**config.mk**
```make
export PLATFORM = sky130hd
export DESIGN_NAME = shift_arbiter_flat
export DESIGN_NICKNAME = d
export VERILOG_FILES = /design/src/rtl/shift_pkg.sv /design/src/rtl/shift_arbiter_if.sv /design/src/rtl/shift_arbiter_rr_arb2.sv /design/src/rtl/shift_arbiter.sv /design/src/flat_wrapper.sv
export SDC_FILE = /design/constraint.sdc
export NUM_CORES = 1
export LEC_CHECK = 0
export ABC_CLOCK_PERIOD_IN_PS = 1360
export CAP_MARGIN = 5
export CORE_UTILIZATION = 35
export CTS_CLUSTER_DIAMETER = 50
export DETAILED_ROUTE_END_ITERATION = 10
export GPL_TIMING_DRIVEN = 0
export PLACE_DENSITY_LB_ADDON = 0.12
export SLEW_MARGIN = 20
export SYNTH_ARGS = -nofsm -noshare
export SYNTH_HDL_FRONTEND = slang
export SYNTH_SLANG_ARGS = --single-unit
```
**constraint.sdc**
```tcl
create_clock -name CLK -period 1.36 [get_ports CLK]
set_input_delay 0.272 -clock CLK [delete_from_list [all_inputs] [get_ports CLK]]
set_output_delay 0.272 -clock CLK [all_outputs]
set_load 0.02 [all_outputs]
```
**src/rtl/shift_pkg.sv**
```systemverilog
// Shared types and constants for the shift_arbiter slice: operand widths,
// controller states and shift-direction encodings.
package shift_pkg;

    localparam int WIDTH = 4;
    localparam int AMT_W = 2;

    typedef enum logic [1:0] {
        IDLE = 2'd0,
        EXEC = 2'd1,
        RESP = 2'd2
    } state_e;

    localparam logic DIR_LEFT  = 1'b0;
    localparam logic DIR_RIGHT = 1'b1;

endpackage

```
**src/rtl/shift_arbiter_if.sv**
```systemverilog
// Bundle of the two requester handshakes and the external shifter datapath
// connection; slave is the controller side, master the clients/shifter side.
interface shift_arbiter_if;
    import shift_pkg::*;

    // req is held until the matching one-cycle gnt; operands are stable while
    // req is high; done marks the single cycle in which res belongs to that
    // requester.
    logic             req0, req1;
    logic [WIDTH-1:0] data0, data1;
    logic [AMT_W-1:0] amt0, amt1;
    logic             dir0, dir1;
    logic             gnt0, gnt1;
    logic             done0, done1;
    logic [WIDTH-1:0] res;
    logic             busy;
    logic [WIDTH-1:0] sh_data;
    logic [AMT_W-1:0] sh_amt;
    logic             sh_dir;
    logic [WIDTH-1:0] sh_res;

    modport slave (
        input  req0, req1, data0, data1, amt0, amt1, dir0, dir1, sh_res,
        output gnt0, gnt1, done0, done1, res, busy, sh_data, sh_amt, sh_dir
    );

    modport master (
        output req0, req1, data0, data1, amt0, amt1, dir0, dir1, sh_res,
        input  gnt0, gnt1, done0, done1, res, busy, sh_data, sh_amt, sh_dir
    );

endinterface

```
**src/rtl/shift_arbiter_rr_arb2.sv**
```systemverilog
// Two-input round-robin arbiter: a lone request wins outright, a tie goes
// to the requester named by prio_i.
module rr_arb2 (
    input  logic [1:0] req_i,
    input  logic       prio_i,
    input  logic       en_i,
    output logic       sel_o,
    output logic       valid_o
);

    always_comb begin
        valid_o = en_i & (|req_i);
        sel_o   = (&req_i) ? prio_i : req_i[1];
    end

endmodule

```
**src/rtl/shift_arbiter.sv**
```systemverilog
// Sequencing controller sharing one external barrel shifter between two
// requesters: arbitrate, load operands, capture result, pulse done.
module shift_arbiter
    import shift_pkg::*;
(
    input  logic              CLK,
    input  logic              RST,
    shift_arbiter_if.slave    bus_if,
    output state_e            state_o
);

    state_e           state_q, state_d;
    logic             prio_q, prio_d;
    logic             sel_q, sel_d;
    logic [WIDTH-1:0] sh_data_q, sh_data_d;
    logic [AMT_W-1:0] sh_amt_q, sh_amt_d;
    logic             sh_dir_q, sh_dir_d;
    logic [WIDTH-1:0] res_q, res_d;

    logic arb_sel, arb_valid;

    rr_arb2 u_arb (
        .req_i   ({bus_if.req1, bus_if.req0}),
        .prio_i  (prio_q),
        .en_i    (state_q == IDLE),
        .sel_o   (arb_sel),
        .valid_o (arb_valid)
    );

    always_ff @(posedge CLK or posedge RST) begin
        if (RST) begin
            state_q   <= IDLE;
            prio_q    <= 1'b0;
            sel_q     <= 1'b0;
            sh_data_q <= '0;
            sh_amt_q  <= '0;
            sh_dir_q  <= DIR_LEFT;
            res_q     <= '0;
        end else begin
            state_q   <= state_d;
            prio_q    <= prio_d;
            sel_q     <= sel_d;
            sh_data_q <= sh_data_d;
            sh_amt_q  <= sh_amt_d;
            sh_dir_q  <= sh_dir_d;
            res_q     <= res_d;
        end
    end

    always_comb begin
        state_d   = state_q;
        prio_d    = prio_q;
        sel_d     = sel_q;
        sh_data_d = sh_data_q;
        sh_amt_d  = sh_amt_q;
        sh_dir_d  = sh_dir_q;
        res_d     = res_q;
        unique case (state_q)
            IDLE: begin
                if (arb_valid) begin
                    state_d   = EXEC;
                    sel_d     = arb_sel;
                    sh_data_d = arb_sel ? bus_if.data1 : bus_if.data0;
                    sh_amt_d  = arb_sel ? bus_if.amt1  : bus_if.amt0;
                    sh_dir_d  = arb_sel ? bus_if.dir1  : bus_if.dir0;
                end
            end
            EXEC: begin
                // Operands have been stable for a full cycle; capture now.
                res_d   = bus_if.sh_res;
                state_d = RESP;
            end
            RESP: begin
                state_d = IDLE;
                prio_d  = ~sel_q;
            end
            default: state_d = IDLE;
        endcase
    end

    assign bus_if.gnt0    = (state_q == EXEC) && !sel_q;
    assign bus_if.gnt1    = (state_q == EXEC) &&  sel_q;
    assign bus_if.done0   = (state_q == RESP) && !sel_q;
    assign bus_if.done1   = (state_q == RESP) &&  sel_q;
    assign bus_if.busy    = (state_q != IDLE);
    assign bus_if.res     = res_q;
    assign bus_if.sh_data = sh_data_q;
    assign bus_if.sh_amt  = sh_amt_q;
    assign bus_if.sh_dir  = sh_dir_q;
    assign state_o        = state_q;

endmodule

```
**src/flat_wrapper.sv**
```systemverilog
// flat-port wrapper written by rule: the top's interface ports become plain ports
module shift_arbiter_flat import shift_pkg::*;
  (CLK, RST, state_o, bus_if_req0, bus_if_req1, bus_if_data0, bus_if_data1, bus_if_amt0, bus_if_amt1, bus_if_dir0, bus_if_dir1, bus_if_sh_res, bus_if_gnt0, bus_if_gnt1, bus_if_done0, bus_if_done1, bus_if_res, bus_if_busy, bus_if_sh_data, bus_if_sh_amt, bus_if_sh_dir);
  shift_arbiter_if bus_if_i ();
  input  logic CLK;
  input  logic RST;
  output state_e state_o;
  input wire logic [$bits(bus_if_i.req0)-1:0] bus_if_req0;
  input wire logic [$bits(bus_if_i.req1)-1:0] bus_if_req1;
  input wire logic [$bits(bus_if_i.data0)-1:0] bus_if_data0;
  input wire logic [$bits(bus_if_i.data1)-1:0] bus_if_data1;
  input wire logic [$bits(bus_if_i.amt0)-1:0] bus_if_amt0;
  input wire logic [$bits(bus_if_i.amt1)-1:0] bus_if_amt1;
  input wire logic [$bits(bus_if_i.dir0)-1:0] bus_if_dir0;
  input wire logic [$bits(bus_if_i.dir1)-1:0] bus_if_dir1;
  input wire logic [$bits(bus_if_i.sh_res)-1:0] bus_if_sh_res;
  output wire logic [$bits(bus_if_i.gnt0)-1:0] bus_if_gnt0;
  output wire logic [$bits(bus_if_i.gnt1)-1:0] bus_if_gnt1;
  output wire logic [$bits(bus_if_i.done0)-1:0] bus_if_done0;
  output wire logic [$bits(bus_if_i.done1)-1:0] bus_if_done1;
  output wire logic [$bits(bus_if_i.res)-1:0] bus_if_res;
  output wire logic [$bits(bus_if_i.busy)-1:0] bus_if_busy;
  output wire logic [$bits(bus_if_i.sh_data)-1:0] bus_if_sh_data;
  output wire logic [$bits(bus_if_i.sh_amt)-1:0] bus_if_sh_amt;
  output wire logic [$bits(bus_if_i.sh_dir)-1:0] bus_if_sh_dir;
  assign bus_if_i.req0 = bus_if_req0;
  assign bus_if_i.req1 = bus_if_req1;
  assign bus_if_i.data0 = bus_if_data0;
  assign bus_if_i.data1 = bus_if_data1;
  assign bus_if_i.amt0 = bus_if_amt0;
  assign bus_if_i.amt1 = bus_if_amt1;
  assign bus_if_i.dir0 = bus_if_dir0;
  assign bus_if_i.dir1 = bus_if_dir1;
  assign bus_if_i.sh_res = bus_if_sh_res;
  assign bus_if_gnt0 = bus_if_i.gnt0;
  assign bus_if_gnt1 = bus_if_i.gnt1;
  assign bus_if_done0 = bus_if_i.done0;
  assign bus_if_done1 = bus_if_i.done1;
  assign bus_if_res = bus_if_i.res;
  assign bus_if_busy = bus_if_i.busy;
  assign bus_if_sh_data = bus_if_i.sh_data;
  assign bus_if_sh_amt = bus_if_i.sh_amt;
  assign bus_if_sh_dir = bus_if_i.sh_dir;
  shift_arbiter u_core (.CLK(CLK), .RST(RST), .bus_if(bus_if_i), .state_o(state_o));
endmodule
```
==> metrics.csv <==
stage;metric;value;unit
power_and_ir_drop;Gate power share;0.619;
setup_path;CP startpoint kind;register;
power_and_ir_drop;Pint;1660;uW
run_status;failing checks;negative setup slack;
worst_hold_path;Tightest Hold Check Type;input pin to register;
sta;post-route minimum period;1440;ps
power_and_ir_drop;Reg power frac;0.291;
die;Cell Rows;16;
logic_synthesis;syn avg cell area;10.8;um2
grt;M3 GR Usage;0.0377;
grt;first-pass GRT wire length;3130;um
finish;Syn-to-layout area delta;67.9;%
die;die area;0.00236;mm2
clocking;CTS Sinks;15;
sta;Worst Tran Pin Value;549;ps
die;Core Area;0.00200;mm2
detailed_routing;first-iteration detailed-routing DRC count;5;
logic_synthesis;synthesized area;759;um2
power_and_ir_drop;Max VDD drop;0.00135;V
setup_path;critical path class;register to primary output;
power_and_ir_drop;total power;2830;uW
clocking;Longest Clk Path Bufs;2;
detailed_routing;Final ANT Viol Nets;0;
power_and_ir_drop;Pleak;0.000550;uW
power_and_ir_drop;net load switching power;1170;uW
detailed_routing;first drt pass iteration count;2;
sta;Final Max Slew Viols;0;
logic_synthesis;Distinct cells, synth;17;
grt;largest net degree at the start of global routing;16;
sta;Min Hold Slack;305;ps
logic_synthesis;synthesized netlist cell count;70;
power_and_ir_drop;Net Sw Frac;0.414;
clocking;H-tree levels;1;
die;Initial Util;0.379;
detailed_routing;via count;698;
setup_path;worst path required time;1090;ps
clocking;TritonCTS Buffers;3;
finish;most frequent cells in the layout;clkdlybuf4s50_1, dfrtp_1, dlygate4sd2_1;
grt;met2 Usage GRT;0.293;
sta;fin crit share;1.06;
grt;number of global-route vias before repair;702;
logic_synthesis;Yosys Warn Count;0;
setup_path;worst-path cell chain;nor2b_4 -> and2_4 -> buf_6;
finish;FILL cells;176;
detailed_routing;WL per Instance;12.6;um
logic_synthesis;sequential element share of the synthesized area;0.494;
job;number of max-cap violations;0;
die;Die Height;48.6;um
grt;gr usage total;0.173;
place;I/O Buffers;38;
run_status;outcome;complete, but fails checks;
logic_synthesis;Synth top area share;0.494;
grt;initial antenna violation count;0;
finish;commonest non-fill, non-tap cell in the layout;clkdlybuf4s50_1;
logic_synthesis;FF+latch count, synth;15;
logic_synthesis;syn_nets;92;
place;DP Wirelength;1270;um
power_and_ir_drop;power density cells;2220;mW/mm2
setup_path;critical path fanouts, max;4;
sta;fmax;0.695;GHz
finish;final antenna diode count;0;
setup_path;Crit-path slowest cell;dfrtp_2;
grt;M1 GR Usage;0.211;
detailed_routing;vias per cell;4.81;
clocking;worst skew pair latency;280;ps
sta;setup TNS;-343;ps
sta;RSZ-0062 raised after global routing;true;
die;Ports;40;
place;Final Wtd Congestion;0.741;
sta;Final Worst Setup Slack;-78.7;ps
grt;total gr overflow;0;
grt;global routing's busiest layer;met2;
setup_path;delay of the slowest critical-path stage;470;ps
finish;layout cells sized above 1;0.347;
finish;fin nets;141;
setup_path;Critical Path AT;1170;ps
detailed_routing;routed wire length;1830;um
clocking;Root Buffer;clkbuf_4;
sta;Fin. Hold Viols;0;
clocking;CTS tree;yes;
clocking;Clk pin slew, worst setup/hold paths;90;ps
logic_synthesis;Synth area leader;dfrtp_1;
sta;relative slew slack;0.633;
die;Die X;48.6;um
power_and_ir_drop;Clk pwr share;0.089;
logic_synthesis;top cells by area, synth;dfrtp_1, a31oi_2, mux2_2;
detailed_routing;drt drc;0;
sta;Setup Viol. Count Final;5;
setup_path;crit end category;primary output;
sta;clock skew;4.13;ps
clocking;cts-stage hold buffer count;0;
-- synth_stat cells --
cell type and number:
o21ai_0 7, nor2b_1 2, a21oi_1 7, dfrtp_1 15
nor2_2 1, or2_1 1, inv_1 5, and2_4 1
mux2_2 4, nand2b_1 2, buf_6 3, nor2_1 4
and2_1 2, a31oi_2 7, clkbuf_1 1, nand3_1 7
o32ai_2 1
-- worst max-delay path: cells and delay by family, from the launching register on --
family	cells	cell delay (ps)
and+or+nand+nor	2	310
buffers and inverters	1	110
DFF	1	470
-- per-layer routing --
layer  up-vias  routed length, um
li1        344                  -
met1       335                795
met2        17                948
met3         2                 68
met4         0                 14
met5         -                  0
-- worst paths after layout --
kind / to / slack, ps / depth (start not counted) / from
worst min register to register: u_core.bus_if.res[2] / 510 / 1 / u_core.bus_if.res[2]
worst max register to register: u_core.bus_if.res[2] / 60 / 5 / u_core.state_o[0]
worst max-delay path: bus_if_done1 / -80 / 3 / u_core.state_o[0]
max in group asynchronous: u_core.state_o[0] / 640 / 2 / RST
worst min-delay path: u_core.bus_if.sh_dir / 310 / 3 / bus_if_req1
min in group asynchronous: u_core.bus_if.res[1] / 330 / 2 / RST
-- logic make-up after synthesis --
| group | count (synthesis) | synth area share |
|---|---|---|
| flip-flops | 15 | 0.494 |
| AO/OA/AOI/OAI | 22 | 0.229 |
| buffers and inverters | 9 | 0.0741 |
| multiplexers | 4 | 0.0593 |
| AND/OR/NAND/NOR | 20 | 0.143 |
-- flip-flops by register name, indices dropped and copies added (netlist names) --
register	count
u_core.bus_if.res	4
u_core.bus_if.sh_data	4
u_core.bus_if.sh_amt	2
u_core.state_o	2
u_core.bus_if.sh_dir	1
u_core.prio_q	1
u_core.sel_q	1
-- power by group through the flow --
| stage | clock (uW) | combinational, uW | sequential (uW) |
|---|---|---|---|
| finish | 253 | 1750 | 824 |
| global route | 282 | 1890 | 863 |
| CTS | 260 | 1730 | 820 |
| detailed placement | 0 | 1640 | 812 |
| global placement | 0 | 1630 | 807 |
| floorplan | 0 | 718 | 1050 |
-- cell type report --
cell class	count	area [um2]	share of cell area
Buffer	2	22.5	0.0177
Clock buffer	3	22.5	0.0177
Clock inverter	1	5.00	0.00393
Inverter	5	18.8	0.0147
Multi-Input combinational cell	46	358	0.281
Sequential cell	15	377	0.295
Tap cell	27	33.8	0.0265
Timing Repair Buffer	46	438	0.343
-- metrics by stage --
| step | instances | cell area (um2) | worst slack, ps | util |
|---|---|---|---|---|
| floorplan | 70 | 759 | -10.8 | - |
| global placement | 135 | 1170 | -366 | 0.586 |
| detailed placement | 135 | 1170 | -384 | 0.586 |
| CTS | 144 | 1260 | -79.5 | 0.630 |
| global route | 145 | 1270 | -136 | 0.637 |
| finish | 145 | 1270 | -78.7 | 0.637 |
-- repair_timing --
item / 4_1_cts / 5_1_grt
endpoints found under the setup margin: 25 / 14
resized for setup: 53 / 3
buffers inserted: 6 / 2
pin swaps: 2 / 1
Note: power is estimated with default switching activity, not from simulation.
==> RTL edit 1: new RTL, same settings <==
Take the reset off `res_q` and load it in a clocked block of its own.
--- a/src/rtl/shift_arbiter.sv
+++ b/src/rtl/shift_arbiter.sv
@@ -37,3 +37,2 @@
             sh_dir_q  <= DIR_LEFT;
-            res_q     <= '0;
         end else begin
@@ -45,4 +44,7 @@
             sh_dir_q  <= sh_dir_d;
-            res_q     <= res_d;
         end
+    end
+
+    always_ff @(posedge CLK) begin
+        res_q <= res_d;
     end
Function: differs if RST is asserted again (counterexample within 4 cycles, from zero or initial values and one cycle with RST high); with RST held inactive, the same outputs for 10 cycles.
==> RTL edit 1 against the original RTL <==
The flow still finishes with violations (setup timing). Clock power decreased by 3%. Wire length decreased by 3.3%. Setup slack improved by 0.027 ns. Sequential cell count unchanged. Power decreased by 7.1%. Register-to-register slack improved by 0.04 ns. Synthesized area decreased by 2.8%. Worst hold slack improved by 0.0066 ns. Non-clock buffer count decreased by 4. Critical path depth increased by 1. Combinational power decreased by 10%. Sequential share of layout area increased by 2.5 points. Cell area decreased by 2.6%.
==> RTL edit 1: results (changes against the original RTL) <==
PnR worst setup slack -> -0.05202 ns (+0.02663 ns)
Compound-Gate Fraction of Synth Area -> 0.2356 (+0.006598)
GRT met2 Usage -> 0.3108 (+0.01738)
Final clock-cell share -> 0.02115 (-0.0004418)
Worst R2R Start -> u_core.state_o[1]
Net Count, Synth -> 87 (-5.4%)
met3 Use GR -> 0.04528 (+0.007547)
failing checks -> setup timing
non-filler cells, final -> 138 (-4.8%)
Post-synth ARST share -> 0.7333 (-0.2667)
Die ar. -> 2297 um^2 (-2.7%)
DP Worst Slack -> -0.3457 ns (+0.03802 ns)
Via density -> 4.920 (+2.2%)
aggregate routed wire length -> 1766 um (-3.3%)
#MultiIn Comb -> 44 (-4.3%)
WL met3 -> 92 um (+35%)
CP Capture Point -> bus_if_busy
status -> complete, but fails checks
r2r endpoint -> u_core.bus_if.sh_amt[1]
met2 wire length -> 938 um (-1.1%)
Clock buffer cells -> 4 (+1)
Final setup viols -> 5 (unchanged)
post-synthesis mux area share -> 0 (-0.05931)
switching power -> 1.067 mW (-8.8%)
post-route cell area -> 1242 um^2 (-2.6%)
post-synthesis sequential area ratio -> 0.5356 (+0.04136)
count of non-CTS inverters in the layout -> 4 (-1)
worst slew pin tran -> 0.4318 ns (-0.1175 ns)
Area contributors post-synth -> dfrtp_1 37%, edfxtp_1 16%, a31oi_2 12%, a21oi_1 4.7%, nand3_1 4.7%
Setup Total Neg Slack -> -0.2318 ns (+0.1114 ns)
Total Routing Usage GR -> 0.1805 (+0.007352)
CP arrival -> 1.14 ns (-0.03 ns)
## RTL edit 1: changes by cell type in the layout (fill, tap and decap cells not counted), sizes merged
cell,unedited run,this run
nor2b,2,4
buf,15,11
clkdlybuf4s15,0,1
edfxtp,0,4
nand2b,2,1
mux2,4,0
nor2,5,3
clkinv,1,0
dlygate4sd2,13,12
inv,5,4
clkbuf,3,4
and2,3,6
dfrtp,15,11
## RTL edit 1: power by group through the flow
stage | Clock, mW | Combinational, mW | Sequential (mW)
5_1_grt | 0.287 | 1.70 | 0.845
6_report | 0.245 | 1.57 | 0.811
2_1_floorplan | 0 | 0.629 | 0.999
4_1_cts | 0.251 | 1.39 | 0.783
3_3_place_gp | 0 | 1.43 | 0.798
3_5_place_dp | 0 | 1.45 | 0.801
## RTL edit 1: what timing repair did
item,in CTS,in global routing
gates cloned,0,1
endpoints found under the setup margin,26,15
buffers inserted,3,1
pin swaps,1,3
resized for setup,37,23
hold endpoints to repair,0,0
==> RTL edit 2: new RTL, same settings <==
Made on the original files. Change the package constant `AMT_W` from 2 to 3.
--- a/src/rtl/shift_pkg.sv
+++ b/src/rtl/shift_pkg.sv
@@ -5,3 +5,3 @@
     localparam int WIDTH = 4;
-    localparam int AMT_W = 2;
+    localparam int AMT_W = 3;
 
Ports: changed (resized bus_if_amt0, bus_if_amt1 and bus_if_sh_amt); port bits go from 40 to 43. No check against the original RTL was run, so the function may have changed too.
==> RTL edit 2 against the original RTL <==
The flow still finishes with violations (setup timing). Cell count grew 5.5%. Sequential cell count grew 1. Power grew 5.6%. Sequential share of layout area grew 0.084 points. Via count grew 6.6%. Utilization shrank 1.6 points. Setup slack gained 0.0084 ns. Synthesized area grew 6.6%. Sequential power grew 9.6%. Cell area grew 6.7%. Synthesized cell count grew 11%. Wire length grew 4.2%. Critical path type unchanged. Critical endpoint unchanged. Largest cell class unchanged. Largest power group unchanged.
==> RTL edit 2: results (changes against the original RTL) <==
Total Routing Usage GR -> 0.1798 (+0.006691)
Via density -> 4.863 (+1.0%)
HPWL Detailed -> 1390 um (+9.8%)
routability cong. -> 0.7078 (-4.5%)
Net Count, Synth -> 102 (+11%)
PnR worst setup slack -> -0.07028 ns (+0.008369 ns)
r2r endpoint -> u_core.bus_if.sh_data[2]
Final setup viols -> 5 (unchanged)
pin count of the biggest net entering global routing -> 17 (+1)
1st-iter DRT viols -> 3 (-2)
Area contributors post-synth -> dfrtp_1 49%, a31oi_2 12%, nand3_1 5.6%, a21oi_1 4.9%, o21ai_0 4.9%
failing checks -> setup timing
worst slew pin tran -> 0.5997 ns (+0.05041 ns)
first-pass GRT wire length -> 3367 um (+7.7%)
vias in the first global route -> 758 (+8.0%)
Leakage -> 0.5613 nW (+2.0%)
commonest cells in the netlist -> 16 x dfrtp_1, 9 x nand3_1, 8 x a21oi_1, 8 x a31oi_2, 8 x o21ai_0
Filler cells -> 201 (+14%)
Synth cell types -> 19 (+2)
DP Worst Slack -> -0.4630 ns (-0.07928 ns)
IO buf count -> 42 (+11%)
non-filler cells, final -> 153 (+5.5%)
aggregate routed wire length -> 1903 um (+4.2%)
FF-to-FF setup slack -> 0.13 ns (+0.07 ns)
Syn Area/Cell -> 10.38 um^2 (-4.3%)
HP Class -> input pin to asynchronous set/reset pin
Fin Hold WS -> 0.3434 ns (+0.03829 ns)
ratio of cells with drive above 1 in the final layout -> 0.3120 (-0.03546)
post-route cell area -> 1360 um^2 (+6.7%)
Peak VDD IR -> 1101 uV (-18%)
H-tree depth -> 1 (unchanged)
Pre-antenna DRT Iters -> 4 (+2)
post-synthesis sequential area ratio -> 0.4946 (about the same)
status -> complete, but fails checks
clock skew -> 0.002241 ns (-0.001894 ns)
Area after DPL -> 1265 um^2 (+7.8%)
Setup Total Neg Slack -> -0.2077 ns (+0.1356 ns)
-- RTL edit 2: metal layers --
metal / up-vias / routed length (um) / GRT usage
met3: 3 / 84 / 0.02778
met5: - / 0 / 0
met4: 0 / 23 / 0.05714
met1: 346 / 819 / 0.2212
met2: 26 / 976 / 0.3156
li1: 369 / - / -
-- RTL edit 2: how the worst max path moves through the flow --
| stage | from | to | slack, ns | cells past startpoint |
|---|---|---|---|---|
| after CTS | u_core.state_o[1] | bus_if_gnt0 | -0.14 | 4 |
| after detailed placement | u_core.state_o[0] | bus_if_busy | -0.46 | 4 |
| after global placement | u_core.state_o[0] | bus_if_busy | -0.46 | 4 |
| final | u_core.state_o[0] | bus_if_done1 | -0.07 | 3 |
| after global routing | u_core.state_o[0] | bus_if_done0 | -0.12 | 3 |
| after floorplan | u_core.state_o[1] | bus_if_gnt0 | 0.03 | 3 |
-- RTL edit 2: cells by family after synthesis --
logic type | count (synthesis) | share of synthesized area
DFF | 16 | 0.4946
buffers and inverters | 11 | 0.07264
AOI/OAI and AO/OA | 25 | 0.2334
muxes | 4 | 0.05564
and+or+nand+nor | 22 | 0.1437
-- RTL edit 2: timing repair --
item / 4_1_cts / 5_1_grt
hold buffers: 0 / 0
setup endpoints to repair: 23 / 14
setup buffers: 2 / 2
pin swaps: 1 / 1
gates resized for setup: 46 / 27
-- RTL edit 2: final cells by class --
cell class / count / share of cell area
clock buffers: 4 / 0.02668
flip-flops and latches: 16 / 0.2962
well taps: 28 / 0.02576
repair buffers: 46 / 0.3238
plain buffers: 3 / 0.02208
inverters: 5 / 0.01656
multi-input cells: 51 / 0.2889
-- RTL edit 2: power breakdown --
group | leakage, nW | switching (mW) | internal, mW
Clock | 0.0210 | 0.152 | 0.163
Combinational | 0.359 | 0.926 | 0.843
Sequential | 0.182 | 0.179 | 0.724
